**config.mk**
```make
export PLATFORM = sky130hd
export DESIGN_NAME = cirno_ctrl
export DESIGN_NICKNAME = d
export VERILOG_FILES = /design/src/rtl/cirno_ctrl.sv
export SDC_FILE = /design/constraint.sdc
export NUM_CORES = 1
export LEC_CHECK = 0
export ABC_AREA = 1
export CAP_MARGIN = 30
export CORE_MARGIN = 3
export CORE_UTILIZATION = 49
export DETAILED_ROUTE_END_ITERATION = 12
export PLACE_DENSITY = 0.78
export SLEW_MARGIN = 40
export SYNTH_ARGS = -nofsm -noshare
export SYNTH_HDL_FRONTEND = slang
export SYNTH_SLANG_ARGS = --single-unit
```
**constraint.sdc**
```tcl
create_clock -name clk -period 3 [get_ports clk]
set_input_delay 0.9 -clock clk [delete_from_list [all_inputs] [get_ports clk]]
set_output_delay 0.9 -clock clk [all_outputs]
set_load 0.01 [all_outputs]
```
**src/rtl/cirno_ctrl.sv**
```systemverilog
// Multi-cycle sequencer for the Cirno core: fetch, decode, execute, memory,
// writeback and PC update for one instruction at a time, with halt/fault detection.
module cirno_ctrl #(
  parameter int MEM_TIMEOUT = 15,
  parameter int ICW         = 16
) (
  input  logic           clk,
  input  logic           init,
  input  logic           start,
  output logic           imem_req,
  input  logic           imem_ack,
  output logic           ir_load,
  output logic           decoder_en,
  input  logic [2:0]     inst_type,
  input  logic           branch,
  input  logic           branchi,
  input  logic           done,
  output logic           alu_en,
  output logic           dmem_rd,
  output logic           dmem_wr,
  input  logic           dmem_ack,
  output logic           reg_wr_en,
  output logic           pc_en,
  output logic [1:0]     pc_sel,
  output logic           busy,
  output logic           halted,
  output logic           fault,
  output logic [ICW-1:0] inst_count
);

  localparam int WW = (MEM_TIMEOUT < 1) ? 1 : $clog2(MEM_TIMEOUT + 1);

  typedef enum logic [3:0] {
    IDLE, FETCH, DECODE, EXEC, MEM, WB, PCUPD, HALT, FAULT
  } state_t;

  state_t         state, next;
  logic [WW-1:0]  wcnt;
  logic           wait_expired;
  logic           is_store;
  logic [1:0]     sel_q;
  logic [1:0]     branch_sel;
  logic [ICW-1:0] count;

  // State register plus the small amount of per-instruction context.
  always_ff @(posedge clk) begin
    if (init) begin
      state    <= IDLE;
      wcnt     <= '0;
      is_store <= 1'b0;
      sel_q    <= '0;
      count    <= '0;
    end else begin
      state <= next;
      // Wait counter restarts on entry to a memory wait and advances only while stalled.
      if ((next != state) && ((next == FETCH) || (next == MEM)))
        wcnt <= '0;
      else if ((next == state) && ((state == FETCH) || (state == MEM)))
        wcnt <= wcnt + 1'b1;
      if (state == EXEC) begin
        is_store <= (inst_type == 3'd5);
        sel_q    <= branch_sel;
      end
      if (state == PCUPD)
        count <= count + 1'b1;
    end
  end

  always_comb begin
    next         = state;
    wait_expired = (wcnt == WW'(MEM_TIMEOUT));
    branch_sel   = 2'd0;
    case (inst_type)
      3'd2:    branch_sel = branchi ? 2'd1 : 2'd0;
      3'd3:    branch_sel = branch  ? 2'd2 : 2'd0;
      default: branch_sel = 2'd0;
    endcase
    if (init) begin
      next = IDLE;
    end else begin
      case (state)
        IDLE:   if (start) next = FETCH;
        FETCH: begin
          if (imem_ack)          next = DECODE;
          else if (wait_expired) next = FAULT;
        end
        DECODE: next = EXEC;
        EXEC: begin
          if (done) begin
            next = HALT;
          end else begin
            case (inst_type)
              3'd1, 3'd4: next = WB;
              3'd5, 3'd6: next = MEM;
              3'd2, 3'd3: next = PCUPD;
              default:    next = FAULT;
            endcase
          end
        end
        MEM: begin
          if (dmem_ack)          next = is_store ? PCUPD : WB;
          else if (wait_expired) next = FAULT;
        end
        WB:     next = PCUPD;
        PCUPD:  next = FETCH;
        HALT:   next = HALT;
        FAULT:  next = FAULT;
        default: next = FAULT;
      endcase
    end
  end

  // Outputs are forced low while init is asserted, whatever state is held.
  always_comb begin
    imem_req   = 1'b0;
    ir_load    = 1'b0;
    decoder_en = 1'b0;
    alu_en     = 1'b0;
    dmem_rd    = 1'b0;
    dmem_wr    = 1'b0;
    reg_wr_en  = 1'b0;
    pc_en      = 1'b0;
    pc_sel     = 2'd0;
    busy       = 1'b0;
    halted     = 1'b0;
    fault      = 1'b0;
    inst_count = '0;
    if (!init) begin
      inst_count = count;
      case (state)
        FETCH: begin
          imem_req = 1'b1;
          ir_load  = imem_ack;
          busy     = 1'b1;
        end
        DECODE: begin
          decoder_en = 1'b1;
          busy       = 1'b1;
        end
        EXEC: begin
          alu_en = !done && (inst_type == 3'd1);
          busy   = 1'b1;
        end
        MEM: begin
          dmem_wr = is_store;
          dmem_rd = !is_store;
          busy    = 1'b1;
        end
        WB: begin
          reg_wr_en = 1'b1;
          busy      = 1'b1;
        end
        PCUPD: begin
          pc_en  = 1'b1;
          pc_sel = sel_q;
          busy   = 1'b1;
        end
        HALT:    halted = 1'b1;
        FAULT:   fault  = 1'b1;
        default: busy   = 1'b0;
      endcase
    end
  end

endmodule
```
# Yosys cells after proc, flatten, opt, wreduce, memory -nomap -nowiden
# Index checks and enable logic that the tools add are counted.
[op_classes] mux=37 n_addsub=2 reduce_logical=13 n_eq_ne=19
[op_table] operator="$pmux W4 S8" count=1
[op_table] operator="$mux W4" count=6
[op_table] operator="$mux W1" count=23
[op_table] operator="$eq A4 B3 Y1 const B" count=5
[op_table] operator="$add A16 B1 Y16 const B" count=1
[op_table] operator="$mux W16" count=1
[op_table] operator="$pmux W4 S3" count=1
[op_table] operator="$eq A3 B3 Y1 const B" count=3
[op_table] operator="$eq A4 B1 Y1 const B" count=2
[op_table] operator="$eq A4 B2 Y1 const B" count=2
[op_table] operator="$eq A4 B4 Y1 const B" count=2
[op_table] operator="$mux W2" count=4
[op_table] operator="$reduce_or A2 Y1" count=4
[op_table] operator="$eq A3 B2 Y1 const B" count=2
[op_table] operator="$reduce_or A6 Y1" count=1
[op_table] operator="$add A4 B1 Y4 const B" count=1
[op_table] operator="$eq A4 B4 Y1" count=1
[op_table] operator="$logic_not A4 Y1" count=1
[op_table] operator="$ne A4 B4 Y1" count=1
[op_table] operator="$pmux W2 S2" count=1
[op_table] operator="$eq A3 B1 Y1 const B" count=1
[op_table] operator="$logic_and A1 B1 Y1" count=3
[op_table] operator="$logic_not A1 Y1" count=2
[op_table] operator="$logic_or A1 B1 Y1" count=2
[totals] out_inout_bits=29 in_bits=11 ff_bits=27

# Logic depth before layout (Yosys ltp)
# Gate-level depths: netlist of run 1.
[depth] depth_word=10 ltp_mapped=15 ltp_nobuf=14

# Worst setup path before layout of run 1
# OpenSTA, ideal clock, no wires.
[synth_timing] kind="input to output" from="in init" to="out alu_en" n_path_buf=2 t_arrival_ns=1.749 stages=3 required_ns=2.100 path_slack_ns=0.351 path_cell_list="clkbuf_1 -> clkbuf_1 -> nor4_1"
[synth_via] elab_chain_len=1
[synth_rtl] item="from (decl)" line="8" text="input logic init,"
[synth_rtl] item="$mux W1" line="128" text="if (!init) begin"
[synth_rtl] item="to (decl)" line="18" text="output logic alu_en,"
# No other way between the ends.

# Final worst setup path of run 1
[layout_timing] from="in inst_type[2]" to="out alu_en"
[layout_via] elab_chain_len=4
[layout_rtl] item="from (decl)" line="14" text="input logic [2:0] inst_type,"
[layout_rtl] item="$eq A3 B1 Y1" line="141" text="alu_en = !done && (inst_type == 3'd1);"
[layout_rtl] item="$logic_and A1 B1 Y1" line="141"
[layout_rtl] item="$mux W1" line="130" text="case (state)"
[layout_rtl] item="$mux W1" line="128"
# No other way between the ends.

==> results.md, run 1 <==
- The number of nets with antenna violations after detailed routing is 0.
- The TritonCTS clock tree is yes.
- The first global-routing pass estimated 7.57 mm of wire.
- The die area is 0.00450 mm^2.
- The total via count after detailed routing is 1881.
- The cell family with the largest share of critical-path delay is buffers and inverters.
- The tree built by TritonCTS fans out to 27 sinks.
- IR analysis of the VDD net gives a maximum drop of 0.171 mV.
- For this run, the slowest stage of the critical path takes 0.43 ns.
- The overall routing resource usage is 21.5%.
- The root buffer cell chosen for the clock tree is sky130_fd_sc_hd__clkbuf_8.
- The number of enable-type register cells in the synthesized netlist is 0.
- The clock latency on the worst-skew pair is 0.27 ns.
- Setup violations remaining at the end of the flow were counted as 0.
- The final clock period utilization by the worst path is 96.3%.
- The synthesized netlist devotes 1.44% of its cell area to XOR and XNOR gates.
- The clock tree buffer depth is 2.
- The final count of hold timing violations was 0.
- The post-synthesis adder-cell area fraction is 1.37%.
- Among all flip-flop cells after synthesis, the most frequent one is sky130_fd_sc_hd__dfxtp_1.
- The worst setup path is captured at an output port.
- Routability-driven placement finished with a final weighted congestion of 0.922.
- The main combinational cell family by area after synthesis is simple AND/OR/NAND/NOR gates.
- In this run the critical register-to-register path is captured at wcnt[2].
- For this design, the CTS-stage hold fixing added 0 buffers.
- From bottom edge to top edge, the die measures 67.1 um.
- The average instance area after synthesis is 6.46 um^2.
- Detailed placement ended at an HPWL of 3.57 mm.
- The end of the critical path is alu_en.
- The count of unique library cells instantiated by Yosys is 34.
- The yosys synthesis warning count is 0.
- Dividing the detail-routed via count by the number of cells gives 4.98.
- The worst register-to-register path has a depth of 13.
- The total power is 774 uW.
- Tracing the worst setup path back leads to its startpoint at inst_type[2].
- The number of inserted filler cells in the final layout is 339.
- The number of gates on the worst path with buffers counted is 5.
- In the routed design, unresolved DRC markers number 0.
- After technology mapping, the gate count stands at 283.
- Of all flip-flops after synthesis, the portion carrying an async set or reset was 0%.
- The first-pass iteration count of the detailed router is 4.
- The post-layout minimum cycle time is 2.89 ns.
- The slack of the worst reg-to-reg path is 0.99 ns.
- The worst register-to-register path begins at state[1].
- The floorplan has 21 rows.
- The final layout contains 346 nets.
- For the pin with the worst max-slew slack, the measured transition is 0.418 ns.
- Counting tap cells, the placed design contains a total of 374 instances.
- The number of H-tree branching levels is 1.
- Dividing total power by cell area gives a power density of 328 mW/mm^2.
- Once the floorplan was initialized, standard cells occupied 52.7% of the core.
- Leaving out filler cells and counting taps, the final layout contains 378.
- The proportion of synthesized chip area in sequential cells is 29.6%.
- The worst max-slew margin expressed relative to the limit is 72.1%.
- Max-cap violations in this run came to 0.
- 0 antenna diodes ended up in the layout.
- Dividing the detail-routed wire length by the instance count gives 11.9 um.
- The flow ran to the end, and the final reports show no timing, DRC or antenna violations.
- Wires add up to 4.48 mm.
- The floorplan step set the die width to 67.1 um.
- The clock transition at the register clock pins on the worst setup and hold paths after CTS is 0.10 ns.
- The worst setup path is launched from a primary input.
- In the final timing run, aggregate negative setup slack is 0 ns.
- Of the cells placed in the final design, the portion with a size suffix greater than 1 is 19.3%.
- The initial antenna violation count is 0.
- The start-to-end type of the worst setup path is primary input to output port.
- The count of state elements after synthesis is 27.
- The CTS buffer count is 3.
- The pin count of the biggest net entering global routing is 17.
- The simple-gate share of the synthesized area is 43.9%.
- The layout overhead on the synthesized area is 29.0%.
- The cell at the slowest stage of the critical path is sky130_fd_sc_hd__clkdlybuf4s50_1.
- Port buffering added 39 buffers.
- At the worst endpoint, the required time is 2.10 ns.
- The count of final max-slew check failures is 0.
- The complex-gate fraction of the synthesized area is 12.3%.
- The overflow left after global routing is 0.
- For the final database, setup skew stands at 0.00188 ns.
- Setup repair after global routing left no endpoint under its margin.
- The highest attainable clock frequency is 346 MHz.
- The number of buffers and inverters on the critical path is 3.
- In this run, the number of DRC markers left after iteration 0 of detailed routing was 93.
- The class of the worst hold path is flip-flop to flip-flop.
- The mux share of post-synthesis cell area is 0%.
- The synthesized netlist occupies a cell area of 0.00183 mm^2.
- The number of global-route vias before repair is 1711.
- On the final layout, the worst hold slack is 0.498 ns.
- Walking the worst path, the cells encountered are clkdlybuf4s50_1 -> inv_1 -> nand3_1 -> nor4_1 -> clkbuf_2.
- Along the worst path, the maximum fanout reaches 2.
- The number of ports placed on the die boundary is 40.
- The area inside the core boundary is 0.00347 mm^2.
- The leakage dissipation is 1.15 nW.
- STA puts the critical path data arrival time at 1.99 ns.
- The number of nets produced by synthesis is 296.
- The post-CTS repair timing setup buffer count is 0.
[Yosys cell counts, drive strengths merged (3+ instances only)]
master	n	area share [%]
nand3	29	9.0
o21ai	13	3.6
a21oi	18	5.7
nor2	50	14
a31oi	3	1.0
buf	3	0.82
clkbuf	4	1.0
nand4	6	2.4
dfxtp	27	30
inv	46	9.4
nand2	60	14
nor3	11	3.3
nor4	3	1.0
[timing repair]
action / in CTS / in global routing
gates cloned: 0 / 0
resized for setup: 29 / 21
setup endpoints to repair: 29 / 10
[sequential cells by signal, summed over array words and instances, names as in the netlist]
signal / cells
count: 16
state: 4
wcnt: 4
sel_q: 2
is_store: 1
[tightest hold or removal path, cell delays in order, from the launching register on]
cell,delay [ns]
sky130_fd_sc_hd__dfxtp_1,0.32
sky130_fd_sc_hd__nor2_1,0.09
sky130_fd_sc_hd__nor3_1,0.05
[cells by family (layout without fill, tap and decap cells)]
logic type,after synthesis,count (layout)
buf+inv,54,103
xor+xnor,3,3
flops,27,27
simple gates,159,159
fa+ha+maj,2,2
compound gates,38,38
[power breakdown]
group	internal [mW]	switching [mW]	total [mW]	leakage (nW)
clock network	0.0944	0.120	0.215	0.0217
registers	0.366	0.0128	0.378	0.218
logic	0.0726	0.108	0.181	0.912
total	0.533	0.241	0.774	1.15
[metrics by stage]
step | setup slack [ns] | area [um^2] | util (%)
floorplan | 0.351 | 1830 | -
global placement | -0.288 | 2360 | 68.2
detailed placement | -0.300 | 2360 | 68.2
CTS | 0.00125 | 2380 | 68.5
global route | 0.0518 | 2360 | 68.0
finish | 0.110 | 2360 | 68.0
[cell usage in the layout (no fill, tap or decap), drive strengths merged, types with 2 or more instances in the layout]
| master | Yosys | routed |
|---|---|---|
| clkdlybuf4s15 | 0 | 2 |
| nand3 | 29 | 29 |
| xor2 | 2 | 2 |
| nor4 | 3 | 3 |
| clkdlybuf4s50 | 0 | 9 |
| inv | 46 | 46 |
| nand4 | 6 | 6 |
| nand2 | 60 | 60 |
| dlygate4sd2 | 0 | 19 |
| dfxtp | 27 | 27 |
| clkbuf | 4 | 11 |
| buf | 3 | 13 |
| a21oi | 18 | 18 |
| ha | 2 | 2 |
| o21ai | 13 | 13 |
| nor2 | 50 | 50 |
| nor3 | 11 | 11 |
| a31oi | 3 | 3 |
[metal layers]
layer	share of wire, %	routed length, um	global-route usage (%)
met2	46	2050	35.6
met3	4.7	210	2.70
met4	0.78	35	6.58
met5	0	0	0
met1	49	2180	28.9
[area by class of cell]
class	instances	area, um^2	share of cell area [%]
sequential	27	541	22.9
timing repair buffer	52	452	19.2
tap	46	57.6	2.44
clock buffer	3	41.3	1.75
multi-input combinational	202	1080	45.9
inverter	47	176	7.48
clock inverter	1	7.51	0.318
[worst min path at each step]
stage | from | to | cells after the start
floorplan | count[15] | count[15] | 2
global placement | count[15] | count[15] | 2
global route | sel_q[0] | sel_q[0] | 2
finish | sel_q[0] | sel_q[0] | 2
CTS | count[15] | count[15] | 2
detailed placement | count[15] | count[15] | 2
Power figures use the tool's default switching activity.
==> run 2: changes to the inputs <==
--- a/config.mk
+++ b/config.mk
@@ -7,7 +7,7 @@
 export LEC_CHECK = 0
 export ABC_AREA = 1
 export CAP_MARGIN = 30
-export CORE_MARGIN = 3
+export CORE_MARGIN = 4
 export CORE_UTILIZATION = 49
 export DETAILED_ROUTE_END_ITERATION = 12
 export PLACE_DENSITY = 0.78
==> constraint.sdc (replaced) <==
create_clock -name clk -period 2.9 [get_ports clk]
set_input_delay 0.87 -clock clk [delete_from_list [all_inputs] [get_ports clk]]
set_output_delay 0.87 -clock clk [all_outputs]
set_load 0.01 [all_outputs]
==> run 2 against run 1 <==
Compared with the run above: clock power decreased by 2%; worst setup slack improved by 0.020 ns; via count increased by 0.90%; die area increased by 6.1%; first-iteration DRC count increased by 71%; critical path type unchanged.
==> results.md, run 2 (synthesis results as in run 1) <==
- The run finished with clean final reports.
- The area inside the core boundary was 0.00347 mm^2 (unchanged).
- The highest attainable clock frequency is 361 MHz.
- The total area of sequential cells is 541 um^2 (unchanged).
- The area growth from synthesis to layout is 30.1%.
- The library cell used as clock root buffer is sky130_fd_sc_hd__clkbuf_8.
- The total via count after detailed routing came to 1898 (+0.90%).
- The mean routed wirelength per cell came to 11.5 um (-3.4%).
- The overall routing resource usage is 18.1% (-3.5 points).
- STA classifies the critical path endpoint as an output port.
- The area occupied by multi-input gates was 0.00109 mm^2 (+0.23%).
- The initial core utilization came to 52.7% (unchanged).
- The worst max-slew margin expressed relative to the limit is 73.0% (+0.95 points).
- The final setup violation count was 0 (unchanged).
- The number of H-tree branching levels is 1 (unchanged).
- The worst hold slack came to 0.499 ns (+0.00102 ns).
- The count of final max-slew check failures was 0 (unchanged).
- The most frequent standard cell in the layout excluding fill and tap cells is sky130_fd_sc_hd__nand2_1.
- The slack of the worst reg-to-reg path was 0.93 ns (-0.06 ns).
- Setup repair after global routing left no endpoint under its margin.
- The TritonCTS sink count was 27 (unchanged).
- The largest registers in the layout are count: 16 flops, state: 4 flops, wcnt: 4 flops.
- The transition at the pin with the smallest max-transition slack came to 0.404 ns (-0.0143 ns).
- The number of port buffers is 39 (unchanged).
- The number of flip-flops under the largest register name is 16 (unchanged).
- The violation count after the first detailed-route iteration is 159 (+71%).
- The highest net fanout along the worst path is 2 (unchanged).
- The number of global-route vias before repair was 1724 (+0.76%).
- The pin count of the biggest net entering global routing is 19 (+2).
- The CTS buffer count is 3 (unchanged).
- Of the available clock period, the critical path in the final layout requires 95.5%.
- The number of antenna diodes came to 0 (unchanged).
- The clock skew is 0.00468 ns (+0.00280 ns).
- The clock tree buffer depth is 2 (unchanged).
- The routability congestion estimate from global placement is 0.919 (-0.33%).
- The average vias per placed instance is 5.01 (+0.64%).
- The net count of the finished layout is 347 (+0.29%).
- The floorplan die height is 69.1 um (+3.0%).
- The DRC violation count after routing came to 0 (unchanged).
- The overflow left after global routing is 0 (unchanged).
- The maximum vdd drop came to 0.323 mV (+89%).
- The max-capacitance violation count is 0 (unchanged).
- TritonCTS built the clock tree.
- The die area is 0.00477 mm^2 (+6.1%).
- The number of nets with antenna violations after detailed routing is 0 (unchanged).
- The first-pass GRT wire length is 7.40 mm (-2.3%).
- The detailed-placement wirelength estimate was 3.36 mm (-5.9%).
- The count of hold buffers inserted by post-cts repair was 0 (unchanged).
- The proportion of layout cells with a drive suffix above 1 is 20.4% (+1.1 points).
- The initial antenna violation count is 0 (unchanged).
- The type of element launching the critical path is a primary input.
- The class of the worst hold path is flip-flop to flip-flop.
- The clock latency on the worst-skew pair is 0.27 ns (about the same).
- The final wirelength came to 4.34 mm (-3.1%).
- The leakage dissipation is 1.13 nW (-1.4%).
- The first-pass iteration count of the detailed router is 5 (+1).
- The clock transition at the register clock pins on the worst setup and hold paths after CTS is 0.09 ns (about the same).
- The final core area utilization is 68.6% (+0.58 points).
- The number of inserted filler cells in the final layout is 357 (+5.3%).
- The data required time at the worst endpoint is 2.03 ns (-0.07 ns).
- The number of rows created at floorplan came to 21 (unchanged).
- The cell area power density came to 334 mW/mm^2 (+1.6%).
- The number of ports placed on the die boundary is 40 (unchanged).
- The final count of hold timing violations is 0 (unchanged).
- The arrival time of the worst setup path was 1.90 ns (-0.09 ns).
- The die span in x came to 69.1 um (+3.0%).
- The post-CTS repair timing setup buffer count is 0 (unchanged).
- The post-layout minimum cycle time is 2.77 ns.
- More flip-flops sit in one register than any other, and that register is count.
- The start-to-end type of the worst setup path is primary input to output port.
- Leaving out fill and tap cells, the most frequent cells in the layout are sky130_fd_sc_hd__nand2_1, sky130_fd_sc_hd__inv_1, sky130_fd_sc_hd__nor2_1, sky130_fd_sc_hd__dfxtp_1, sky130_fd_sc_hd__nand3_1.
[run 2: metrics by stage]
| step | power [mW] | worst slack, ns | std cells | cell area (um^2) | setup TNS (ns) |
|---|---|---|---|---|---|
| finish | 0.793 | 0.131 | 379 | 2380 | 0 |
| global route | 0.838 | 0.00468 | 379 | 2380 | 0 |
| CTS | 0.800 | 0.00188 | 378 | 2390 | 0 |
| detailed placement | 0.588 | -0.350 | 374 | 2360 | -6.52 |
| global placement | 0.587 | -0.306 | 374 | 2360 | -6.32 |
| floorplan | 0.519 | 0.311 | 283 | 1830 | 0 |
[run 2: worst max-delay path, cell delays in order]
cell and delay, ns:
sky130_fd_sc_hd__clkdlybuf4s50_1 0.43, sky130_fd_sc_hd__inv_1 0.09, sky130_fd_sc_hd__nand3_1 0.10, sky130_fd_sc_hd__nor4_1 0.24, sky130_fd_sc_hd__clkbuf_2 0.18
[run 2: layout make-up]
class                   count  share of cell area [%]
clock buffers               4                    1.89
well taps                  46                    2.42
repair buffers             53                    19.9
inverters                  47                    7.42
flip-flops and latches     27                    22.7
multi-input cells         202                    45.7
[run 2: per-layer routing]
metal	up-vias	track usage (%)	share of wire, %
met5	-	0	0
met4	0	2.60	0.55
met3	2	4.22	6.8
met2	51	31.4	45
met1	838	23.2	48
li1	1007	-	-
[run 2: path summary, 6_finish.rpt]
kind,start,end,cells after the start
min,count[14],count[14],2
max reg2reg,state[1],wcnt[1],13
max,inst_type[2],alu_en,5
min reg2reg,count[14],count[14],2
[run 2: repair_timing]
action / in CTS / in global routing
cloned: 0 / 1
resized for setup: 40 / 27
endpoints found under the setup margin: 29 / 20
[run 2: report_power, final]
group | switching [mW] | internal, mW
combinational | 0.112 | 0.0783
sequential | 0.0136 | 0.378
clock | 0.113 | 0.0983
